`config.mk`:
```
export PLATFORM = sky130hd
export DESIGN_NAME = zsdram_port_arbiter
export DESIGN_NICKNAME = d
export VERILOG_FILES = /design/src/rtl/zsdram_port_arbiter.sv
export SDC_FILE = /design/constraint.sdc
export NUM_CORES = 1
export LEC_CHECK = 0
export ABC_AREA = 1
export BUFFER_PORTS_ARGS = -buffer_cell sky130_fd_sc_hd__buf_2
export CAP_MARGIN = 10
export CORE_AREA = 2 2 194 196
export DETAILED_ROUTE_END_ITERATION = 6
export DIE_AREA = 0 0 196 198
export GPL_TIMING_DRIVEN = 0
export SYNTH_ARGS = -nofsm -noshare
export SYNTH_HDL_FRONTEND = slang
export SYNTH_SLANG_ARGS = --single-unit
```
`constraint.sdc`:
```
create_clock -name clk -period 1.9 [get_ports clk]
set_clock_uncertainty 0.15 [all_clocks]
set_input_delay 0.095 -clock clk [delete_from_list [all_inputs] [get_ports clk]]
set_output_delay 0.095 -clock clk [all_outputs]
set_load 0.005 [all_outputs]
```
`src/rtl/zsdram_port_arbiter.sv`:
```
// Three-port arbiter in front of the 4-word-burst SDRAM controller: port 0 fixed priority, ports 1/2 round-robin.
// Optional watchdog abort of a stuck controller transaction is built when ZARB_WATCHDOG_EN is defined.
module zsdram_port_arbiter #(
  parameter int WDOG_CYCLES = 1024
) (
  input  logic         clk,
  input  logic         rst_n,
  input  logic [2:0]   iRd_Req,
  input  logic [2:0]   iWr_Req,
  input  logic [71:0]  iAddr,
  input  logic [191:0] iWr_Data,
  output logic [2:0]   oRd_Done,
  output logic [2:0]   oWr_Done,
  output logic [63:0]  oRd_Data,
  output logic [2:0]   oGrant,
  output logic         oSDRAM_Rd_Req,
  output logic         oSDRAM_Wr_Req,
  output logic [23:0]  oSDRAM_Addr,
  output logic [63:0]  oSDRAM_Wr_Data,
  input  logic [63:0]  iSDRAM_Rd_Data,
  input  logic         iSDRAM_Rd_Done,
  input  logic         iSDRAM_Wr_Done,
  output logic         oTimeout
);

  typedef enum logic [1:0] {IDLE, WAIT, HOLD} state_t;

  state_t      state;
  logic        rr_two;
  logic [2:0]  pending;
  logic [2:0]  sel;
  logic        sel_wr;
  logic [23:0] sel_addr;
  logic [63:0] sel_data;
  logic        busy;
  logic        match;
  logic        wdog_hit;
  logic        finish;

  always_comb begin
    pending = iRd_Req | iWr_Req;
    if (pending[0])  sel = 3'b001;
    else if (rr_two) sel = pending[2] ? 3'b100 : 3'b010;
    else             sel = pending[1] ? 3'b010 : 3'b100;
    sel_wr   = |(sel & iWr_Req);
    sel_addr = ({24{sel[0]}} & iAddr[23:0])    | ({24{sel[1]}} & iAddr[47:24])
             | ({24{sel[2]}} & iAddr[71:48]);
    sel_data = ({64{sel[0]}} & iWr_Data[63:0]) | ({64{sel[1]}} & iWr_Data[127:64])
             | ({64{sel[2]}} & iWr_Data[191:128]);
  end

  assign busy   = oSDRAM_Rd_Req | oSDRAM_Wr_Req;
  assign match  = (oSDRAM_Wr_Req & iSDRAM_Wr_Done) | (oSDRAM_Rd_Req & iSDRAM_Rd_Done);
  assign finish = (state == WAIT) && busy && (match || wdog_hit);

`ifdef ZARB_WATCHDOG_EN
  logic [15:0] wdog_cnt;

  assign wdog_hit = (wdog_cnt == 16'(WDOG_CYCLES - 1));

  always_ff @(posedge clk or negedge rst_n) begin
    if (!rst_n) begin
      wdog_cnt <= '0;
      oTimeout <= 1'b0;
    end else begin
      if (state == IDLE)      wdog_cnt <= '0;
      else if (state == WAIT) wdog_cnt <= wdog_cnt + 16'd1;
      if (finish && !match)   oTimeout <= 1'b1;
    end
  end
`else
  assign wdog_hit = 1'b0;
  assign oTimeout = 1'b0;
`endif

  // A completed WAIT keeps the grant for the done-pulse cycle, then HOLD clears it
  // so the requester's dropped level is seen before the next arbitration.
  always_ff @(posedge clk or negedge rst_n) begin
    if (!rst_n) begin
      state          <= IDLE;
      rr_two         <= 1'b0;
      oGrant         <= '0;
      oRd_Done       <= '0;
      oWr_Done       <= '0;
      oRd_Data       <= '0;
      oSDRAM_Rd_Req  <= 1'b0;
      oSDRAM_Wr_Req  <= 1'b0;
      oSDRAM_Addr    <= '0;
      oSDRAM_Wr_Data <= '0;
    end else begin
      oRd_Done <= '0;
      oWr_Done <= '0;
      case (state)
        IDLE: begin
          if (|pending) begin
            oGrant         <= sel;
            oSDRAM_Addr    <= sel_addr;
            oSDRAM_Wr_Data <= sel_data;
            oSDRAM_Wr_Req  <= sel_wr;
            oSDRAM_Rd_Req  <= !sel_wr;
            if (sel[1])      rr_two <= 1'b1;
            else if (sel[2]) rr_two <= 1'b0;
            state <= WAIT;
          end
        end
        WAIT: begin
          if (!busy) begin
            oGrant <= '0;
            state  <= HOLD;
          end else if (finish) begin
            oSDRAM_Rd_Req <= 1'b0;
            oSDRAM_Wr_Req <= 1'b0;
            if (oSDRAM_Wr_Req) oWr_Done <= oGrant;
            else               oRd_Done <= oGrant;
            if (oSDRAM_Rd_Req && match) oRd_Data <= iSDRAM_Rd_Data;
          end
        end
        HOLD:    state <= IDLE;
        default: state <= IDLE;
      endcase
    end
  end

endmodule
```
* Word-level counts from Yosys, hierarchy flattened *
Cells that the tools add are included.

operators by class
  equality and inequality tests = 5
  div/mod/pow operators = 0
  bitwise gates (word level) = 16
  shift-type cells = 0
  mux-type cells = 26
  $lt $le $gt $ge = 0
  multiply operators = 0
  reductions and logical operators = 15
  $add $sub $neg = 0

operators with widths
  kind                  count
  $and A64 B64 Y64      3
  $or A64 B64 Y64       2
  $and A24 B24 Y24      3
  $or A24 B24 Y24       2
  $mux W3               14
  $ne A2 B2 Y1 const B  4
  $reduce_and A4 Y1     2
  $mux W1               6
  $pmux W3 S2           1
  $reduce_and A3 Y1     2
  $reduce_or A3 Y1      2
  $mux W2               2
  $pmux W1 S2           2
  $pmux W2 S2           1
  $reduce_and A2 Y1     2
  $reduce_bool A2 Y1    2
  $and A3 B3 Y3         1
  $logic_and A1 B1 Y1   3
  $or A3 B3 Y3          1
  $and A1 B1 Y1         2
  $eq A2 B1 Y1 const B  1
  $logic_not A2 Y1      1
  $or A1 B1 Y1          2
  $logic_not A1 Y1      1

storage, ports and cells
  memories kept = 0
  input port bits = 338
  memory bits (read-only) = 0
  bits in latches = 0
  logic and storage cells = 72
  memory bits (writable) = 0
  output and inout port bits = 164
  register bits after elaboration = 166

* Longest topological paths before layout *
  depth after elaboration = 9
  gate-level depth with buffers = 9
  gate-level depth less buffers = 8

* Worst setup path after synthesis *
Ideal clock, no wire load.

  kind = flip-flop to flip-flop
  start point = reg oSDRAM_Wr_Req
  end point = reg oRd_Data[48]
  slack = 0.463 ns
  arrival = 1.204 ns
  period minus slack after synthesis = 1.437 ns
  required time = 1.667 ns
  buffers on the path = 2
  setup time = 0.083 ns
  cell stages (with the launch flop) = 8
  cell sequence = dfrtp_1 > nand2_1 > nand2_1 > nand4_1 > buf_2 > buf_1 > nand2_1 > o21ai_0

on the way
  word-level cells in the longest chain between the ends = 4
  elaborated cells on any way between the ends = 7
  those cells by class = bitwise: 3; reduce/logical: 4

ends and longest elaborated chain
  item                                                        line     text
  start: declaration                                          17       output logic oSDRAM_Wr_Req,
  start signal: assignment                                    99       oSDRAM_Wr_Req <= sel_wr;
  $and A1 B1 Y1 / $or A1 B1 Y1 (equally long branches)        53, 52
  $or A1 B1 Y1 / $logic_and A1 B1 Y1 (equally long branches)  53, 54
  $logic_and A1 B1 Y1 (on tied branches)                      54, 115
  $reduce_and A4 Y1 (no source line) *                        -
  end signal: assignment                                      115      if (oSDRAM_Rd_Req && match) oRd_Data <= iSDRAM_Rd_Data;
  end: declaration                                            14       output logic [63:0] oRd_Data,

Every way passes the cells marked *; elsewhere a longest branch is shown, timed or not.
A chain may end at the register's enable or synchronous reset.

* Final worst setup path *
  start point = reg rr_two
  end point = reg oSDRAM_Wr_Data[59]

on the way
  word-level cells in the longest chain between the ends = 5
  elaborated cells on any way between the ends = 7
  those cells by class = mux: 2; bitwise: 5

ends and longest elaborated chain
  item                      line  text
  start: declaration        29    logic rr_two;
  start signal: assignment  81    rr_two <= 1'b0;
  start signal: assignment  101   if (sel[1]) rr_two <= 1'b1;
  start signal: assignment  102   else if (sel[2]) rr_two <= 1'b0;
  $mux W3 *                 43    else if (rr_two) sel = pending[2] ? 3'b100 : 3'b010;
  $mux W3 *                 42    if (pending[0]) sel = 3'b001;
  $and A64 B64 Y64          48    sel_data = ({64{sel[0]}} & iWr_Data[63:0]) | ({64{sel[1]}} & iWr_Data[127:64])
  $or A64 B64 Y64           48
  $or A64 B64 Y64 *         49    | ({64{sel[2]}} & iWr_Data[191:128]);
  end signal: assignment    98    oSDRAM_Wr_Data <= sel_data;
  end: declaration          19    output logic [63:0] oSDRAM_Wr_Data,

Marked as above.

==> flow_metrics.env <==
export IMPL_run_status="complete, but fails checks"
export IMPL_violations="DRC, hold timing"
export IMPL_pwr_density_cell_nw_per_um2=1138
export IMPL_vias=12040
export IMPL_yosys_area_top_type="dfrtp_1"
export IMPL_grt_ovfl_total=0
export IMPL_min_from="iWr_Data[71]"
export IMPL_grt_pass1_vias=12600
export IMPL_fin_nets=2471
export IMPL_criticalPathCategory="flop to flop"
export IMPL_cts_sinks=166
export IMPL_hold_class="primary input to flop"
export IMPL_avgSynthCellArea_um2=7.066
export IMPL_ant_nets=0
export IMPL_seqPwrFrac_pct=33.0
export IMPL_crit_family="simple AND/OR/NAND/NOR gates"
export IMPL_endpoint_kind="flop"
export IMPL_die_w_um=196
export IMPL_multi_input_area_um2=3643
export IMPL_io_buffers=500
export IMPL_cp_max_fo=10
export IMPL_drt_initial_drc_count=630
export IMPL_combPwrFrac_pct=48.9
export IMPL_clock_fmax_ghz=0.5526
export IMPL_crit_path_start_kind="flop"
export IMPL_layout_commonest_cell="buf_2"
export IMPL_critical_path_arrival_ps=2040
export IMPL_peakVddDrop_mv=0.6110
export IMPL_antenna_found_initial=1
export IMPL_crit_path_start="rr_two"
export IMPL_hold_viol=2
export IMPL_die_h_um=198
export IMPL_slew_headroom_pct=52.24
export IMPL_worstMarginPinSlew_ps=716.3
export IMPL_die_area_um2=38810
export IMPL_r2r_setup_slack_ps=90
export IMPL_min_period_ps=1810
export IMPL_finalWeightedCongestion=0.8982
export IMPL_synth_nets=1621
export IMPL_fp_coreArea_um2=36960
export IMPL_grt_setup_unrepaired="yes"
export IMPL_hpwl_mm=30.03
export IMPL_setup_tns_ps=0
export IMPL_leakage_uw=0.008680
export IMPL_slew_violations=0
export IMPL_report_final_setup_viol=0
export IMPL_path_buf_inv=3
export IMPL_crit_chain="inv_1 > o21ai_0 > nand2_2 > buf_2 > nand3_1 > nand3_1 > nand2_1 > inv_1"
export IMPL_grtUsageTotal_pct=22.36
export IMPL_synth_area_um2=9066
export IMPL_crit_slowest_cell="dfrtp_1"
export IMPL_ys_seq_elements=166
export IMPL_start_util_pct=24.53
export IMPL_synth_warnings=0
export IMPL_path_clk_slew_ps=70
export IMPL_drc=9
export IMPL_cts_tree="yes"
export IMPL_synth_top_area_share_pct=45.82
export IMPL_drtPass1Iterations=7
export IMPL_fillers=3569
export IMPL_yosysSeqAreaShare_pct=45.82
export IMPL_ios=502
export IMPL_numCtsBuffers=17
export IMPL_cts_max_path_buffers=2
export IMPL_maxCapViolations=0
export IMPL_fin_util_pct=43.76
export IMPL_p_clk_share_pct=18.1
export IMPL_pre_cts_slack_ps=-833.0
export IMPL_final_layout_size_suffix_gt1_share_pct=28.75
export IMPL_layout_common_cells="530 x buf_2, 330 x dlygate4sd3_1, 260 x nand3_1, 242 x inv_1, 184 x nand2_1"
export IMPL_cellInternalPower_uw=10670
export IMPL_timing_hold_ws_ps=-10.01
export IMPL_r2r_start="rr_two"
export IMPL_stdcell_area_um2=16170
export IMPL_cts_htree_levels=4
export IMPL_switchingPower_uw=7735
export IMPL_critPathMaxStageDelay_ps=410
export IMPL_finalCritPeriodShare_pct=95.24
export IMPL_rows=71
export IMPL_timing_final_ws_setup_ps=90.45
export IMPL_grt_start_max_net_pins=86
export IMPL_syn_to_final_growth_pct=78.37
export IMPL_yosysUniqueCellTypes=19
export IMPL_post_cts_setup_buffers=0
export IMPL_drt_total_wl_mm=44.13
export IMPL_seq_area_um2=4155
export IMPL_grt_pass1_wl_mm=66.63
export IMPL_cp_required_ps=2140
export IMPL_p_total_uw=18410
export IMPL_routedWlPerCell_um=16.84
export IMPL_placed_area_um2=12200
export IMPL_swShare_pct=42.02
export IMPL_clock_latency_ps=440
export IMPL_via_per_inst=4.593
export IMPL_cts_root_buf="clkbuf_16"
export IMPL_synth_cells=1283
export IMPL_synth_area_top_cells="dfrtp_1 46%, nand3_1 14%, inv_1 10%"
[kinds of logic (layout without fill, tap and decap cells)]
| family | Yosys count | after routing | synth area share (%) |
|---|---|---|---|
| compound gates | 75 | 75 | 4.195 |
| buf+inv | 324 | 1187 | 14.16 |
| flops | 166 | 166 | 45.82 |
| other cells | 1 | 2 | 0.04136 |
| simple gates | 717 | 717 | 35.79 |
[metal layers]
| metal | GRT usage [%] | part of all wire, % | up-vias |
|---|---|---|---|
| li1 | - | - | 5616 |
| met1 | 24.32 | 38 | 5462 |
| met2 | 39.22 | 49 | 735 |
| met3 | 6.541 | 8.2 | 225 |
| met4 | 12.26 | 5.6 | 0 |
| met5 | 0 | 0 | - |
[state kept, by name, summed over array words and instances, names as in the netlist]
signal          cells
oSDRAM_Wr_Data     64
oSDRAM_Wr_Req       1
oSDRAM_Rd_Req       1
oSDRAM_Addr        24
oGrant              3
oRd_Done            3
state               2
oWr_Done            3
oRd_Data           64
rr_two              1
[synthesized netlist by cell type]
master / count
nand3_1: 260
inv_1: 242
nand2_1: 186
nor2_1: 177
dfrtp_1: 166
or2_0: 83
o21ai_0: 73
buf_2: 39
clkbuf_1: 34
nor3_1: 6
buf_4: 5
a22oi_1: 2
buf_1: 2
inv_2: 2
nand4_1: 2
conb_1: 1
nand2_2: 1
nor2_2: 1
or2_2: 1
[tightest hold or removal path, delay by kind of cell]
kind / cells / cell delay, ps
buf+inv: 2 / 130
simple gates: 3 / 330
[final timing paths]
path,end,cells past startpoint
max in group asynchronous,oSDRAM_Wr_Req,3
hold reg to reg,oRd_Data[3],2
min in group asynchronous,oSDRAM_Wr_Data[40],2
setup reg to reg,oSDRAM_Wr_Data[59],8
setup / recovery,oSDRAM_Wr_Data[59],8
hold / removal,oSDRAM_Wr_Data[7],5
[through the flow]
step / hold WS [ps] / cells
2_1_floorplan: -350.6 / 1283
3_3_place_gp: 170.6 / 2257
3_5_place_dp: -21.17 / 2258
4_1_cts: 28.18 / 2620
5_1_grt: 28.09 / 2621
6_report: -10.01 / 2621
[power by group through the flow]
stage / clock network, µW / registers [µW] / logic, µW
after floorplan: 0 / 6170 / 4010
after global placement: 0 / 6020 / 8110
after detailed placement: 0 / 6080 / 8190
after CTS: 3470 / 6050 / 8820
after global routing: 3600 / 6280 / 10100
final: 3330 / 6080 / 9000
[layout make-up]
cell class | count | share of cell area [%]
Antenna cell | 1 | 0.01547
Tap cell | 474 | 3.667
Multi-Input combinational cell | 793 | 22.53
Sequential cell | 166 | 25.69
Inverter | 244 | 5.679
Clock buffer | 19 | 2.677
Timing Repair Buffer | 831 | 36.13
Clock inverter | 13 | 0.7041
Buffer | 80 | 2.901
[repair_timing]
item / in CTS / in global routing
setup endpoints to repair: 90 / 143
hold buffers: 330 / 0
pin swaps: 0 / 2
gates resized for setup: 24 / 58
hold endpoints to repair: 241 / 0
Power figures use the tool's default switching activity.
